===== config.mk =====
export PLATFORM = sky130hd
export DESIGN_NAME = fetch_pred_reg
export DESIGN_NICKNAME = d
export VERILOG_FILES = /design/src/rtl/fetch_pred_reg.sv
export SDC_FILE = /design/constraint.sdc
export NUM_CORES = 1
export LEC_CHECK = 0
export BUFFER_PORTS_ARGS = -buffer_cell sky130_fd_sc_hd__buf_2
export CAP_MARGIN = 20
export CORE_AREA = 5 5 142 144
export DETAILED_ROUTE_END_ITERATION = 7
export DIE_AREA = 0 0 147 149
export GPL_ROUTABILITY_DRIVEN = 0
export PLACE_DENSITY = 0.86
export SLEW_MARGIN = 20
export SYNTH_ARGS = -nofsm -noshare
export SYNTH_HDL_FRONTEND = slang
export SYNTH_SLANG_ARGS = --single-unit

===== constraint.sdc =====
create_clock -name clk_i -period 15.5 [get_ports clk_i]
set_input_delay 3.1 -clock clk_i [delete_from_list [all_inputs] [get_ports clk_i]]
set_output_delay 3.1 -clock clk_i [all_outputs]
set_load 0.1 [all_outputs]

===== src/rtl/fetch_pred_reg.sv =====
// Y86 F-stage predicted-PC register with always-taken next-PC prediction and
// saturating perf counters; prediction registers 1 cycle after fetch, held on F_stall_i.
module fetch_pred_reg #(
  parameter logic [63:0] RESET_PC = 64'h0,
  parameter int          CNT_W    = 32
) (
  input  logic             clk_i,
  input  logic             rst_i,
  input  logic             F_stall_i,
  input  logic [3:0]       f_icode_i,
  input  logic [63:0]      f_valC_i,
  input  logic [63:0]      f_valP_i,
  input  logic [3:0]       M_icode_i,
  input  logic             M_Cnd_i,
  input  logic [3:0]       W_icode_i,
  input  logic             W_stall_i,
  input  logic             cnt_clr_i,
  output logic [63:0]      F_predPC_o,
  output logic [63:0]      f_predPC_o,
  output logic [CNT_W-1:0] cnt_jxx_o,
  output logic [CNT_W-1:0] cnt_mispred_o,
  output logic [CNT_W-1:0] cnt_ret_o
);

  localparam logic [3:0] I_JXX  = 4'h7;
  localparam logic [3:0] I_CALL = 4'h8;
  localparam logic [3:0] I_RET  = 4'h9;

  logic [63:0]      pred_pc_d, pred_pc_q;
  logic [CNT_W-1:0] cnt_jxx_d, cnt_jxx_q;
  logic [CNT_W-1:0] cnt_mispred_d, cnt_mispred_q;
  logic [CNT_W-1:0] cnt_ret_d, cnt_ret_q;
  logic             jxx_evt, mispred_evt, ret_evt;

  function automatic logic [CNT_W-1:0] sat_inc(input logic [CNT_W-1:0] v);
    return (v == {CNT_W{1'b1}}) ? v : v + {{(CNT_W-1){1'b0}}, 1'b1};
  endfunction

  always_comb begin
    f_predPC_o = f_valP_i;
    if (f_icode_i == I_JXX || f_icode_i == I_CALL) begin
      f_predPC_o = f_valC_i;
    end
    pred_pc_d = F_stall_i ? pred_pc_q : f_predPC_o;
  end

  // A stalled JXX is counted only on the cycle it leaves fetch.
  always_comb begin
    jxx_evt     = (f_icode_i == I_JXX) && !F_stall_i;
    mispred_evt = (M_icode_i == I_JXX) && !M_Cnd_i;
    ret_evt     = (W_icode_i == I_RET) && !W_stall_i;

    cnt_jxx_d     = cnt_jxx_q;
    cnt_mispred_d = cnt_mispred_q;
    cnt_ret_d     = cnt_ret_q;
    if (cnt_clr_i) begin
      cnt_jxx_d     = '0;
      cnt_mispred_d = '0;
      cnt_ret_d     = '0;
    end else begin
      if (jxx_evt)     cnt_jxx_d     = sat_inc(cnt_jxx_q);
      if (mispred_evt) cnt_mispred_d = sat_inc(cnt_mispred_q);
      if (ret_evt)     cnt_ret_d     = sat_inc(cnt_ret_q);
    end
  end

  always_ff @(posedge clk_i or posedge rst_i) begin
    if (rst_i) begin
      pred_pc_q     <= RESET_PC;
      cnt_jxx_q     <= '0;
      cnt_mispred_q <= '0;
      cnt_ret_q     <= '0;
    end else begin
      pred_pc_q     <= pred_pc_d;
      cnt_jxx_q     <= cnt_jxx_d;
      cnt_mispred_q <= cnt_mispred_d;
      cnt_ret_q     <= cnt_ret_d;
    end
  end

  assign F_predPC_o    = pred_pc_q;
  assign cnt_jxx_o     = cnt_jxx_q;
  assign cnt_mispred_o = cnt_mispred_q;
  assign cnt_ret_o     = cnt_ret_q;

endmodule


# == Word-level counts from Yosys, hierarchy flattened ==
# Cells that the tools add are included.
# W data, S select, Z words.
# word_totals
regBits,160
word_cells,40
# classes
add_sub_neg,3
eq_ne,10
muxes,10
reduce_logical,13
# op_table
operator,n
$mux W32,9
$add A32 B1 Y32 const B,3
$eq A32 B32 Y1 const B,3
$mux W64,1
$eq A4 B3 Y1 const B,2
$eq A4 B4 Y1 const B,2
$ne A2 B2 Y1 const B,3
$reduce_and A2 Y1,3
$reduce_bool A2 Y1,3
$logic_and A1 B1 Y1,3
$logic_not A1 Y1,3
$logic_or A1 B1 Y1,1

# == Longest topological paths before layout ==
# depth
word_depth,4
depth_mapped,9
mapped_depth_nobuf,6

# == Worst setup path after synthesis ==
# No wires, ideal clock.
# synth_timing
path_type,input to output
from,in f_icode_i[3]
to,out f_predPC_o[0]
t_arrival_ps,4588
required_time_ps,12400
setup_slack_ps,7812
path_stages,5
n_path_buf,2
cell_sequence,nand4b_1 -> nor2b_1 -> clkbuf_1 -> clkbuf_1 -> mux2_2
# synth_between
elab_chain_len,3
# synth_lines
item,line,source
from (decl),10,"input logic [3:0] f_icode_i,"
$eq A4 B3 Y1 or $eq A4 B4 Y1 (tied branches),41,if (f_icode_i == I_JXX || f_icode_i == I_CALL) begin
$logic_or A1 B1 Y1 *,41,
$mux W64 *,41,
to (decl),19,"output logic [63:0] f_predPC_o,"
# Mark *: on every way between the ends. The rest lies on a longest branch, timed or not.

# == Worst setup path in the final report ==
# layout_timing
from,in f_icode_i[0]
to,out f_predPC_o[29]
# The elaborated chain is that of the path after synthesis.

==> metrics.txt <==
# TYPE chip_impl_metric gauge
chip_impl_info{name="status",value="finished, final reports clean"} 1
chip_impl_metric{name="power.leakage",unit="nW"} 5.16
chip_impl_metric{name="clock_latency",unit="ps"} 430
chip_impl_metric{name="grt_pass1_wl",unit="mm"} 44.7
chip_impl_metric{name="fin_ws",unit="ps"} 7240
chip_impl_metric{name="detailedRoute.firstPassIterationCount",unit=""} 5
chip_impl_metric{name="r2r_setup_slack",unit="ps"} 12810
chip_impl_metric{name="grt_max_degree",unit=""} 88
chip_impl_metric{name="path_clk_slew",unit="ps"} 60
chip_impl_metric{name="die_w",unit="um"} 147
chip_impl_metric{name="cts_num_sinks",unit=""} 160
chip_impl_metric{name="worst-r2r-cell-count",unit=""} 6
chip_impl_metric{name="setup_tns",unit="ps"} 0
chip_impl_metric{name="yosys_warnings",unit=""} 0
chip_impl_metric{name="maximum_clock_frequency",unit="GHz"} 0.121
chip_impl_metric{name="synth-edff-count",unit=""} 0
chip_impl_metric{name="slew_viol_final",unit=""} 0
chip_impl_metric{name="timing.critical_path.fanout_max",unit=""} 64
chip_impl_metric{name="avgRoutedWirePerCell",unit="um"} 20.7
chip_impl_info{name="unrepaired_setup_endpoints_after_global_routing",value="false"} 1
chip_impl_metric{name="clkPwrFrac",unit="%"} 35.2
chip_impl_metric{name="holdPathStages",unit=""} 1
chip_impl_metric{name="cts-hold-fix-buffers",unit=""} 0
chip_impl_metric{name="initial_cell_density_of_the_core",unit="%"} 45.8
chip_impl_metric{name="area.growth.synth_to_final",unit="%"} 31.4
chip_impl_metric{name="p_int",unit="W"} 0.000771
chip_impl_info{name="crit_path_start_kind",value="input pin"} 1
chip_impl_metric{name="grt_antenna_before_repair",unit=""} 9
chip_impl_info{name="synthFlopType",value="dfrtp_1"} 1
chip_impl_metric{name="finalSetupViolations",unit=""} 0
chip_impl_metric{name="worst_slew_margin_rel",unit="%"} 33.4
chip_impl_info{name="min_delay_worst_type",value="reg2reg"} 1
chip_impl_metric{name="critPathRequiredTime",unit="ps"} 12400
chip_impl_metric{name="timing_worst_slew_pin_value",unit="ps"} 999
chip_impl_info{name="worstSetupPathType",value="in2out"} 1
chip_impl_info{name="crit-reg2reg-capture",value="cnt_jxx_o[14]"} 1
chip_impl_metric{name="vias_in_the_first_global_route",unit=""} 7913
chip_impl_metric{name="synthesized_netlist_net_count",unit=""} 954
chip_impl_metric{name="dp_hpwl",unit="mm"} 22.4
chip_impl_metric{name="max_cap_violations",unit=""} 0
chip_impl_metric{name="power_density_of_the_placed_cells",unit="mW/mm^2"} 115
chip_impl_metric{name="synth.cell_area",unit="mm^2"} 0.00850
chip_impl_metric{name="switching_power",unit="W"} 0.000510
chip_impl_metric{name="ir_drop",unit="uV"} 73.1
chip_impl_metric{name="timing_hold_violations_final",unit=""} 0
chip_impl_metric{name="synth.lib_cells_used.distinct",unit=""} 51
chip_impl_info{name="clockRootBuffer",value="clkbuf_16"} 1
chip_impl_metric{name="cts_buffers",unit=""} 17
chip_impl_metric{name="final_cells",unit=""} 1415
chip_impl_metric{name="arrival_time_worst_endpoint",unit="ps"} 5160
chip_impl_metric{name="cts.repair.resized",unit=""} 0
chip_impl_metric{name="final.min_clock_period",unit="ps"} 8260
chip_impl_metric{name="placedCellCount",unit=""} 1376
chip_impl_metric{name="track_usage",unit="%"} 25.9
chip_impl_metric{name="seq_power_share",unit="%"} 35.1
chip_impl_metric{name="synth.yosys.seq_area_share",unit="%"} 47.1
chip_impl_metric{name="drtAntennaViolNets",unit=""} 0
chip_impl_metric{name="pre_cts_ws",unit="ps"} 7280
chip_impl_info{name="layout_common_cells",value="369 x buf_2, 160 x dfrtp_1, 130 x mux2_2"} 1
chip_impl_metric{name="nNetsFinal",unit=""} 1310
chip_impl_metric{name="comb_power_share",unit="%"} 29.7
chip_impl_metric{name="async_flop_share",unit="%"} 100
chip_impl_info{name="most_common_library_cell_in_the_layout_ignoring_fill_and_taps",value="buf_2"} 1
chip_impl_metric{name="dr_total_vias",unit=""} 8192
chip_impl_metric{name="io_buffer_count",unit=""} 369
chip_impl_metric{name="postSynthAreaPerCell",unit="um^2"} 10.6
chip_impl_metric{name="cts-root-to-sink-buffers",unit=""} 2
chip_impl_metric{name="postRouteWirelength",unit="mm"} 29.3
chip_impl_metric{name="core_area",unit="mm^2"} 0.0186
chip_impl_metric{name="dr.first_iter.drc_count",unit=""} 582
chip_impl_info{name="worst_hold_path.endpoint",value="F_predPC_o[7]"} 1
chip_impl_metric{name="detail_route.vias_per_cell",unit=""} 5.79
chip_impl_metric{name="floorplan.die_area",unit="mm^2"} 0.0219
chip_impl_metric{name="nFillCells",unit=""} 1555
chip_impl_info{name="endpoint_kind",value="output port"} 1
chip_impl_metric{name="post_route_cells_drive_above_1_share",unit="%"} 47.2
chip_impl_metric{name="io_pins",unit=""} 370
chip_impl_metric{name="p_total",unit="W"} 0.00128
chip_impl_metric{name="htreeDepth",unit=""} 4
chip_impl_metric{name="fp-row-count",unit=""} 50
chip_impl_info{name="tritoncts",value="done"} 1
chip_impl_metric{name="drcViolationCount",unit=""} 0
chip_impl_metric{name="final.period_utilization",unit="%"} 53.3
chip_impl_info{name="min_from",value="F_predPC_o[7]"} 1
chip_impl_info{name="rr_startpoint",value="cnt_jxx_o[0]"} 1
chip_impl_metric{name="instance_count_of_the_mapped_netlist",unit=""} 805
chip_impl_metric{name="worst_clock_skew",unit="ps"} 7.67
chip_impl_metric{name="yosys_register_bits",unit=""} 160
chip_impl_metric{name="sw_frac_of_total",unit="%"} 39.8
chip_impl_metric{name="globalRoute.totalOverflow",unit=""} 0
chip_impl_metric{name="cts_setup_buffers",unit=""} 0
chip_impl_metric{name="dieHeight",unit="um"} 149
-- stage by stage --
stage	hold WS (ps)	util [%]	area, um^2
after global routing	516	60.1	11200
after global placement	481	56.6	10500
after detailed placement	487	56.6	10500
final	499	60.1	11200
after floorplan	1000	-	8500
after CTS	501	60.0	11100
-- metal layers --
layer,wire length [um],vias to the layer above,global-route usage (%)
li1,-,3746,-
met1,11700,4017,32.3
met2,14200,372,42.2
met3,2430,53,8.02
met4,961,4,10.7
met5,26,-,0
-- registers in the layout, indices dropped and copies added (netlist names) --
signal,count
cnt_ret_o,32
F_predPC_o,64
cnt_mispred_o,32
cnt_jxx_o,32
-- logic make-up (layout without fill, tap and decap cells) --
group | count (synthesis) | after routing | share of synthesized area, %
other cells | 0 | 7 | 0
mux | 138 | 138 | 18.3
simple gates | 290 | 290 | 19.7
xor+xnor | 17 | 17 | 1.75
flops | 160 | 160 | 47.1
fa+ha+maj | 3 | 3 | 0.442
compound gates | 147 | 147 | 10.1
buf+inv | 50 | 419 | 2.56
-- critical path, cell delays in order --
cell,delay [ps]
buf_2,110
nand4b_1,210
nor2b_4,180
buf_4,680
mux2_2,350
buf_2,490
-- final cells by class --
| cell class | instances | area [um^2] | share of cell area [%] |
|---|---|---|---|
| diodes | 7 | 17.5 | 0.157 |
| flip-flops and latches | 160 | 4000 | 35.8 |
| repair buffers | 373 | 1880 | 16.8 |
| clock inverters | 13 | 175 | 1.57 |
| multi-input cells | 595 | 4290 | 38.4 |
| inverters | 14 | 57.6 | 0.515 |
| well taps | 234 | 293 | 2.62 |
| clock buffers | 19 | 453 | 4.05 |
-- how the worst max path moves through the flow --
stage	slack [ps]	endpoint	from
6_report	7240	f_predPC_o[29]	f_icode_i[0]
3_5_place_dp	7280	f_predPC_o[29]	f_icode_i[0]
4_1_cts	7270	f_predPC_o[29]	f_icode_i[0]
3_3_place_gp	7330	f_predPC_o[29]	f_icode_i[0]
2_1_floorplan	7810	f_predPC_o[0]	f_icode_i[3]
5_1_grt	7170	f_predPC_o[27]	f_icode_i[0]
-- synthesized netlist by cell type (2+ instances only) --
cell	n	share of area, %
a2111o_1	2	0.26
a2111oi_0	2	0.21
a21oi_1	66	3.9
a31o_2	2	0.21
and2_1	5	0.37
and3_1	8	0.59
and4_1	9	0.93
buf_2	3	0.18
buf_6	3	0.40
clkbuf_1	29	1.3
dfrtp_1	160	47
ha_1	3	0.44
inv_1	14	0.62
mux2_1	6	0.79
mux2_2	130	17
nand2_1	49	2.2
nand2b_1	2	0.15
nand3_1	32	1.9
nand3b_1	2	0.18
nand4_1	26	1.9
nand4_2	2	0.29
nand4b_1	5	0.52
nor2_1	43	1.9
nor2b_1	13	0.96
nor3_1	8	0.47
nor4_1	12	0.88
nor4_2	3	0.44
nor4b_1	2	0.21
o2111ai_1	2	0.21
o211ai_1	2	0.18
o21ai_0	33	1.9
o21ai_1	16	0.94
o31ai_1	16	1.4
or2_2	3	0.22
or3_1	39	2.9
or4_1	23	2.0
xnor2_1	8	0.82
xor2_1	9	0.93
-- power groups by stage --
stage	Clock (W)	Sequential, W	Combinational (W)
2_1_floorplan	0	0.000610	0.000151
3_3_place_gp	0	0.000457	0.000377
3_5_place_dp	0	0.000458	0.000381
4_1_cts	0.000455	0.000450	0.000381
5_1_grt	0.000474	0.000452	0.000391
6_report	0.000451	0.000450	0.000380
Note: power is estimated with default switching activity, not from simulation.
